<file path="src/rtl/pipeline_stall_ctrl.sv">
// Hazard and stall controller for the 5-stage pipeline: load-use bubbles, branch squashes,
// data-memory waits with a sticky timeout, and a saturating stall-cycle counter.
module pipeline_stall_ctrl #(
    parameter int unsigned REG_W       = 5,
    parameter int unsigned MEM_TIMEOUT = 16
) (
    input  logic             clk,
    input  logic             rst,
    input  logic [REG_W-1:0] id_rs,
    input  logic [REG_W-1:0] id_rt,
    input  logic             id_uses_rt,
    input  logic             ex_mem_read,
    input  logic [REG_W-1:0] ex_rt,
    input  logic             branch_taken,
    input  logic             mem_req,
    input  logic             mem_ready,
    output logic             pc_en,
    output logic             ifid_en,
    output logic             idex_en,
    output logic             exmem_en,
    output logic             memwb_en,
    output logic             ifid_flush,
    output logic             idex_flush,
    output logic [31:0]      stall_count,
    output logic             mem_timeout_err
);

    localparam logic [7:0] WaitLast = 8'(MEM_TIMEOUT - 1);

    typedef enum logic [1:0] {
        StRun     = 2'd0,
        StMemWait = 2'd1,
        StErr     = 2'd2
    } state_e;

    state_e      state_q, state_d;
    logic [7:0]  wait_q, wait_d;
    logic        err_q, err_d;
    logic [31:0] stall_q, stall_d;
    logic        lu;
    logic        mem_stall;

    // r0 is hard-wired zero, so a load targeting it never creates a dependency.
    assign lu = ex_mem_read && (ex_rt != '0) &&
                ((ex_rt == id_rs) || (id_uses_rt && (ex_rt == id_rt)));
    assign mem_stall = mem_req && !mem_ready;

    always_ff @(posedge clk or posedge rst) begin
        if (rst) begin
            state_q <= StRun;
            wait_q  <= 8'd0;
            err_q   <= 1'b0;
            stall_q <= 32'd0;
        end else begin
            state_q <= state_d;
            wait_q  <= wait_d;
            err_q   <= err_d;
            stall_q <= stall_d;
        end
    end

    always_comb begin
        state_d = state_q;
        wait_d  = wait_q;
        err_d   = err_q;
        case (state_q)
            StRun: begin
                if (mem_stall) begin
                    state_d = StMemWait;
                    wait_d  = 8'd1;
                end
            end
            StMemWait: begin
                if (mem_ready) begin
                    state_d = StRun;
                    wait_d  = 8'd0;
                end else if (wait_q == WaitLast) begin
                    state_d = StErr;
                    err_d   = 1'b1;
                end else begin
                    wait_d = wait_q + 8'd1;
                end
            end
            StErr: begin
                state_d = StErr;
            end
            default: begin
                state_d = StRun;
                wait_d  = 8'd0;
            end
        endcase

        stall_d = stall_q;
        if ((state_q == StRun || state_q == StMemWait) && !pc_en && (stall_q != 32'hFFFF_FFFF)) begin
            stall_d = stall_q + 32'd1;
        end
    end

    always_comb begin
        pc_en      = 1'b0;
        ifid_en    = 1'b0;
        idex_en    = 1'b0;
        exmem_en   = 1'b0;
        memwb_en   = 1'b0;
        ifid_flush = 1'b0;
        idex_flush = 1'b0;
        if (!rst) begin
            case (state_q)
                StRun: begin
                    if (mem_stall) begin
                        pc_en = 1'b0;
                    end else if (branch_taken) begin
                        pc_en      = 1'b1;
                        ifid_en    = 1'b1;
                        idex_en    = 1'b1;
                        exmem_en   = 1'b1;
                        memwb_en   = 1'b1;
                        ifid_flush = 1'b1;
                        idex_flush = 1'b1;
                    end else if (lu) begin
                        // Hold PC and IF/ID, inject a bubble into ID/EX.
                        idex_en    = 1'b1;
                        idex_flush = 1'b1;
                        exmem_en   = 1'b1;
                        memwb_en   = 1'b1;
                    end else begin
                        pc_en    = 1'b1;
                        ifid_en  = 1'b1;
                        idex_en  = 1'b1;
                        exmem_en = 1'b1;
                        memwb_en = 1'b1;
                    end
                end
                StMemWait: begin
                    if (mem_ready) begin
                        pc_en    = 1'b1;
                        ifid_en  = 1'b1;
                        idex_en  = 1'b1;
                        exmem_en = 1'b1;
                        memwb_en = 1'b1;
                    end
                end
                default: begin
                    pc_en = 1'b0;
                end
            endcase
        end
    end

    assign stall_count     = stall_q;
    assign mem_timeout_err = err_q;

endmodule
</file>
<file path="config.mk">
export PLATFORM = sky130hd
export DESIGN_NAME = pipeline_stall_ctrl
export DESIGN_NICKNAME = d
export VERILOG_FILES = /design/src/rtl/pipeline_stall_ctrl.sv
export SDC_FILE = /design/constraint.sdc
export NUM_CORES = 1
export LEC_CHECK = 0
export ABC_CLOCK_PERIOD_IN_PS = 2000
export BUFFER_PORTS_ARGS = -buffer_cell sky130_fd_sc_hd__buf_4
export CORE_MARGIN = 8
export CORE_UTILIZATION = 40
export CTS_CLUSTER_SIZE = 20
export DETAILED_ROUTE_END_ITERATION = 16
export PLACE_DENSITY = 0.72
export SKIP_CTS_REPAIR_TIMING = 1
export SYNTH_ARGS = -nofsm -noshare
export SYNTH_HDL_FRONTEND = slang
export SYNTH_SLANG_ARGS = --single-unit
</file>
<file path="constraint.sdc">
create_clock -name clk -period 2 [get_ports clk]
set_input_delay 0.2 -clock clk [delete_from_list [all_inputs] [get_ports clk]]
set_output_delay 0.2 -clock clk [all_outputs]
set_load 0.03 [all_outputs]
</file>
==> metrics.md, run 1 <==
| Metric | Value |
|---|---|
| Reg2reg start | stall_count[10]$_DFFE_PP0P_ |
| Area leader, netlist | dfrtp_1 |
| Rows | 28 |
| Internal power | about 0.0015 W |
| Post-synth design cell area | 2430 um^2 |
| Worst EP required | ~1.8 ns |
| # diodes | 0 |
| Placer Congestion | between 0.8 and 0.9 |
| Least-Margin Pin Slew | 0.530 ns |
| Initial antenna violation count | 0 |
| Setup TNS | 0 ns |
| Most common cell in the synthesized netlist | dfrtp_1 |
| H-tree depth | 2 |
| Die W | 94.0 um |
| Flip-flop and latch count after synthesis | 43 |
| Clock Latency Late Sink | ~0.29 ns |
| Crit-path max FO | 14 |
| Crit path launch type | flop |
| Slew margin rel. | about 65% |
| RR Endpoint | stall_count[17]$_DFFE_PP0P_ |
| Dpl hpwl | ~4.5 mm |
| Buffers added on ports | slightly above 60 |
| NetSw | 0.000757 W |
| Max clock buf depth | 2 |
| Syn. warnings | 0 |
| Worst Setup SP | state_q[0]$_DFFE_PP0P_ |
| Layout cells sized above 1 | ~33% |
| Top post-synthesis cells by area | dfrtp_1 (44%), xnor2_1 (10%), nand4_1 (6.4%), xor2_1 (5.4%), and3_1 (3.6%) |
| Worst Hold Class | in2async |
| First-pass GRT wire length | a little over 10 mm |
| Placed insts | a little under 400 |
| Largest net degree at the start of global routing | 44 |
| Final setup violation count | 0 |
| Die Ht | roughly 94 um |
| Total GRT Usage | 14.1% |
| Clock transition at path regs | about 0.080 ns |
| Setup CP Type | reg2out |
| Asr flop ratio synth | 100% |
| Slew Limit Fails | 0 |
| Clock root buffer | clkbuf_8 |
| CTS tree | built |
| Top_reg_cell synth | dfrtp_1 |
| Clock skew | ~0.0034 ns |
| Total Die Area | 8840 um^2 |
| Final Hold Fails | 0 |
| Sink Count | 43 |
| Fin util | 54.7% |
| Top post-synthesis cells by count | dfrtp_1 (43), xnor2_1 (29), nand4_1 (25) |
| Unique masters post-synth | 42 |
| Area Growth Syn to Fin | 32.9% |
| Initial drt markers | 70 |
| Post-route DRC | 0 |
| P per Cell Area | approximately 700 nW/um^2 |
| Max VDD drop | about 0.80 mV |
| Sequential-to-total area share from yosys stat | ~44% |
| Nets | 346 |
| Sw Ratio | 33.5% |
| Endpoint type of the worst setup path | primary output |
| Lkg Pwr | about 1.5 nW |
| Clock power share | 23.0% |
| FF-to-FF path depth | 6 |
| Status | completed |
| Post-synth top area share | approximately 44% |
| Ports | between 60 and 70 |
| Max cap viols | 0 |
| Final antenna-violating net count | 0 |
| Min cycle time layout | ~1.9 ns |
| Vias per inst | 5.36 |
| Total wire length | around 6 mm |
| Worst R2R Setup Slack | between 0.15 and 0.2 ns |
| CTS Buf Count | 5 |
| Drt first pass iters | 4 |
| Placed Instance Area | 3110 um^2 |
| Initial core utilization | between 40% and 50% |
| Design Area, Final | between 3000 and 4000 um^2 |
| Tcrit/Tclk final | between 90% and 100% |
| Gate Count Post-Synth | 244 |
| Number of global-route vias before repair | between 2,000 and 2,500 |
| Drt wl/cell | about 15 um |
| Seq pwr share | 47.1% |
| Fmax | approximately 0.52 GHz |
| Post-synth EDFFs | 0 |
| Global route overflow | 0 |
| Mean area per synthesized cell | 9.98 um^2 |
| DR vias | around 2,100 |
| Data arrival, critical path | roughly 1.7 ns |
| Total chip power | about 0.0023 W |
| Net Count, Synth | between 200 and 300 |
| Layout Cells excl Fill | about 400 |
| Core area | between 5000 and 6000 um^2 |
| Part of the power in combinational logic | between 20% and 30% |
## layer usage
layer	up-vias	GRT usage, %	part of all wire, %
li1	1037	-	-
met1	1049	17.2	45
met2	40	23.1	49
met3	2	4.88	5.0
met4	0	3.17	0.46
met5	-	0	0
## registers in the layout, indices dropped and copies added, names as in the netlist
| name | flops |
|---|---|
| stall_count | 32 |
| mem_timeout_err | 1 |
| wait_q | 8 |
| state_q | 2 |
## worst max-delay path, stage by stage (launching register included)
cell      delay, ns
dfrtp_1        0.40
buf_6          0.15
nor2_2         0.14
nor2_2         0.06
nor3_4         0.20
buf_6          0.13
a21boi_4       0.19
buf_6          0.15
## logic make-up (layout without fill, tap and decap cells)
logic type	count (synthesis)	count (layout)	synth area share, %
AND/OR/NAND/NOR	115	115	27.9
flip-flops	43	43	44.2
multiplexers	3	3	1.39
AO/OA/AOI/OAI	21	21	6.17
buffers and inverters	16	94	3.55
XOR/XNOR	44	44	15.8
adder cells (fa/ha/maj)	2	2	1.03
## how the worst max path moves through the flow
stage                                             end  slack [ns]  cells past startpoint
after floorplan            stall_count[1]$_DFFE_PP0P_        0.01                      6
after global placement    stall_count[31]$_DFFE_PP0P_        0.08                      8
after detailed placement  stall_count[31]$_DFFE_PP0P_        0.06                      8
after CTS                                     ifid_en        0.05                      7
after global routing                          ifid_en       -0.01                      7
final                                         ifid_en        0.08                      7
## power by group through the flow
stage,registers (W),clock network (W),logic (W)
after floorplan,0.00122,0,0.000256
after global placement,0.00108,0,0.000662
after detailed placement,0.00108,0,0.000673
after CTS,0.00107,0.000545,0.000675
after global routing,0.00108,0.000578,0.000738
final,0.00107,0.000521,0.000677
## stage by stage
stage          setup slack (ns)  hold slack [ns]
4_1_cts                  0.0493           0.0865
2_1_floorplan           0.00965            0.278
6_report                 0.0824           0.0738
3_3_place_gp             0.0771            0.418
3_5_place_dp             0.0559            0.411
5_1_grt                 -0.0139            0.122
## final cells by class
cell class,count,area [um^2]
Sequential cell,43,1080
Multi-Input combinational cell,185,1330
Fill cell,532,2680
Timing Repair Buffer,82,643
Clock buffer,7,76.3
Inverter,5,18.8
Tap cell,75,93.8
## layout by cell type, fill, tap and decap left out, drive strengths merged, types with 3 or more instances in the layout
master  count
o21ai       5
dfrtp      43
nand2      16
and4        8
mux2        3
nor3        4
nand3      16
and3       14
xor2       15
and2        5
nor4        3
nand4b      3
buf        82
inv         5
nor2       16
clkbuf      7
nand4      25
a31oi       3
xnor2      29
(Power assumes the default switching activity.)
==> inputs of run 2 (changes only) <==
- CORE_MARGIN: 8 -> 4
==> metrics.md, run 2 (synthesized netlist as in run 1, its figures left out) <==
| Metric | Value |
|---|---|
| Endpoint type of the worst setup path | primary output |
| Drt first pass iters | 4 |
| Crit-path cells | buf_4 -> nor2_1 -> nor2_1 -> nor3_4 -> buf_4 -> a21boi_2 -> buf_4 |
| Sink Count | 43 |
| Area Growth Syn to Fin | 32.2% |
| Fin util | 54.4% |
| Placer Congestion | between 0.8 and 0.9 |
| Final antenna-violating net count | 0 |
| Post-route DRC | 0 |
| Total Die Area | 7400 um^2 |
| Rows | 28 |
| DR vias | about 2,100 |
| Slowest cell on the critical path | dfrtp_1 |
| Clock transition at path regs | 0.07 ns |
| RR Endpoint | stall_count[17]$_DFFE_PP0P_ |
| Critical Path Sink | ifid_en |
| Worst EP required | between 1.5 and 2 ns |
| Post-route setup slack | just under 0.09 ns |
| Commonest non-fill, non-tap cell in the layout | buf_4 |
| Largest register FFs | 32 |
| Core area | roughly 6000 um^2 |
| Final setup violation count | 0 |
| Sw Ratio | 34.3% |
| Tcrit/Tclk final | between 90 and 100% |
| Number of global-route vias before repair | approximately 2,100 |
| Initial antenna violation count | 0 |
| Design Area, Final | approximately 3200 um^2 |
| Clock root buffer | clkbuf_8 |
| Global route overflow | 0 |
| Crit path launch type | flop |
| First-pass GRT wire length | between 9 and 10 mm |
| Ports | between 60 and 70 |
| Worst Hold Class | in2reg |
| Worst Setup SP | state_q[0]$_DFFE_PP0P_ |
| H-tree depth | 2 |
| NetSw | roughly 0.00078 W |
| Initial drt markers | 70 |
| Total wire length | around 5.7 mm |
| Max clock buf depth | 2 |
| Drt wl/cell | ~14 um |
| Die W | approximately 86 um |
| Max VDD drop | between 0.6 and 0.7 mV |
| Setup CP Type | reg2out |
| Reg2reg start | stall_count[10]$_DFFE_PP0P_ |
| FF-to-FF path depth | 6 |
| Most frequent cells in the layout | buf_4 (81), dfrtp_1 (41), xnor2_1 (29), nand4_1 (25), nor2_1 (16) |
| Min cycle time layout | roughly 1.9 ns |
| Worst R2R Setup Slack | around 0.16 ns |
| Internal power | roughly 0.0015 W |
| Placed Instance Area | ~3100 um^2 |
| Die Ht | between 80 and 90 um |
| Data arrival, critical path | about 1.7 ns |
| Dpl hpwl | between 4 and 5 mm |
| Nets | about 350 |
| Slew margin rel. | 70.8% |
| Worst hold margin | between 0.1 and 0.15 ns |
| Final Hold Fails | 0 |
| Initial core utilization | ~41% |
| Setup TNS | 0 ns |
| Most frequent CP cell | buf_4 |
| Fmax | 0.523 GHz |
| Seq pwr share | 47.5% |
| Status | completed |
| Layout cells sized above 1 | between 30% and 40% |
| Slew Limit Fails | 0 |
| Clock Latency Late Sink | roughly 0.30 ns |
| # diodes | 0 |
| Least-Margin Pin Slew | about 0.44 ns |
| Buffers added on ports | between 60 and 70 |
| Lkg Pwr | ~1.5 nW |
| P per Cell Area | 706 nW/um^2 |
| Total GRT Usage | between 10% and 20% |
| Critical path's largest stage delay | 0.38 ns |
| CTS Buf Count | 5 |
| Hold Path Depth | 2 |
| Post-Place Setup Slack | 0.0115 ns |
| Clock skew | around 0.01 ns |
| Max cap viols | 0 |
| Crit-path max FO | 14 |
| Vias per inst | about 5.3 |
| CTS tree | built |
| Part of the power in combinational logic | 28.5% |
| Clock power share | between 20% and 30% |
| Largest net degree at the start of global routing | 38 |
| Unrepaired setup endpoints after global routing | yes |
[run 2: changes by cell type in the layout (fill, tap and decap cells not counted), moves of 2 or more]
cell    delta
buf_4      +4
buf_6      -4
nor2_1     +2
nor2_2     -2
[run 2: worst max-delay path: cells and delay by family, from the launching register on]
| family | cells | cell delay, ns |
|---|---|---|
| buffers and inverters | 3 | 0.52 |
| DFF | 1 | 0.38 |
| and+or+nand+nor | 3 | 0.35 |
| AOI/OAI and AO/OA | 1 | 0.17 |
[run 2: layer usage]
layer  GRT usage, %  vias to the layer above  part of all wire (%)
met4           4.89                        0                   1.2
met1           20.5                     1033                    46
met3           3.84                        8                   4.3
met5              0                        -                     0
met2           26.8                       48                    48
li1               -                     1042                     -
[run 2: final cells by class]
class                   instances  area, um^2
flip-flops and latches         43        1080
repair buffers                 83         638
clock buffers                   6        72.6
fillers                       536        2700
inverters                       5        18.8
multi-input cells             185        1300
well taps                      75        93.8
clock inverters                 2        12.5
[run 2: worst min path at each step]
| stage | startpoint | end | slack [ns] |
|---|---|---|---|
| floorplan | mem_ready | state_q[0]$_DFFE_PP0P_ | 0.28 |
| detailed placement | rst | mem_timeout_err$_DFFE_PP0P_ | 0.21 |
| global placement | rst | state_q[1]$_DFFE_PP0P_ | 0.22 |
| CTS | rst | mem_timeout_err$_DFFE_PP0P_ | -0.12 |
| global route | mem_ready | state_q[0]$_DFFE_PP0P_ | 0.13 |
| finish | mem_ready | state_q[0]$_DFFE_PP0P_ | 0.13 |
[run 2: power groups by stage]
stage / clock network (W) / registers (W) / logic [W]
finish: 0.000545 / 0.00108 / 0.000649
global route: 0.000607 / 0.00110 / 0.000706
CTS: 0.000560 / 0.00108 / 0.000661
detailed placement: 0 / 0.00109 / 0.000659
global placement: 0 / 0.00109 / 0.000634
floorplan: 0 / 0.00122 / 0.000256
[run 2: stage by stage]
stage	instances	total power, W
finish	399	0.00227
global route	399	0.00241
CTS	398	0.00230
detailed placement	390	0.00175
global placement	390	0.00172
floorplan	244	0.00148
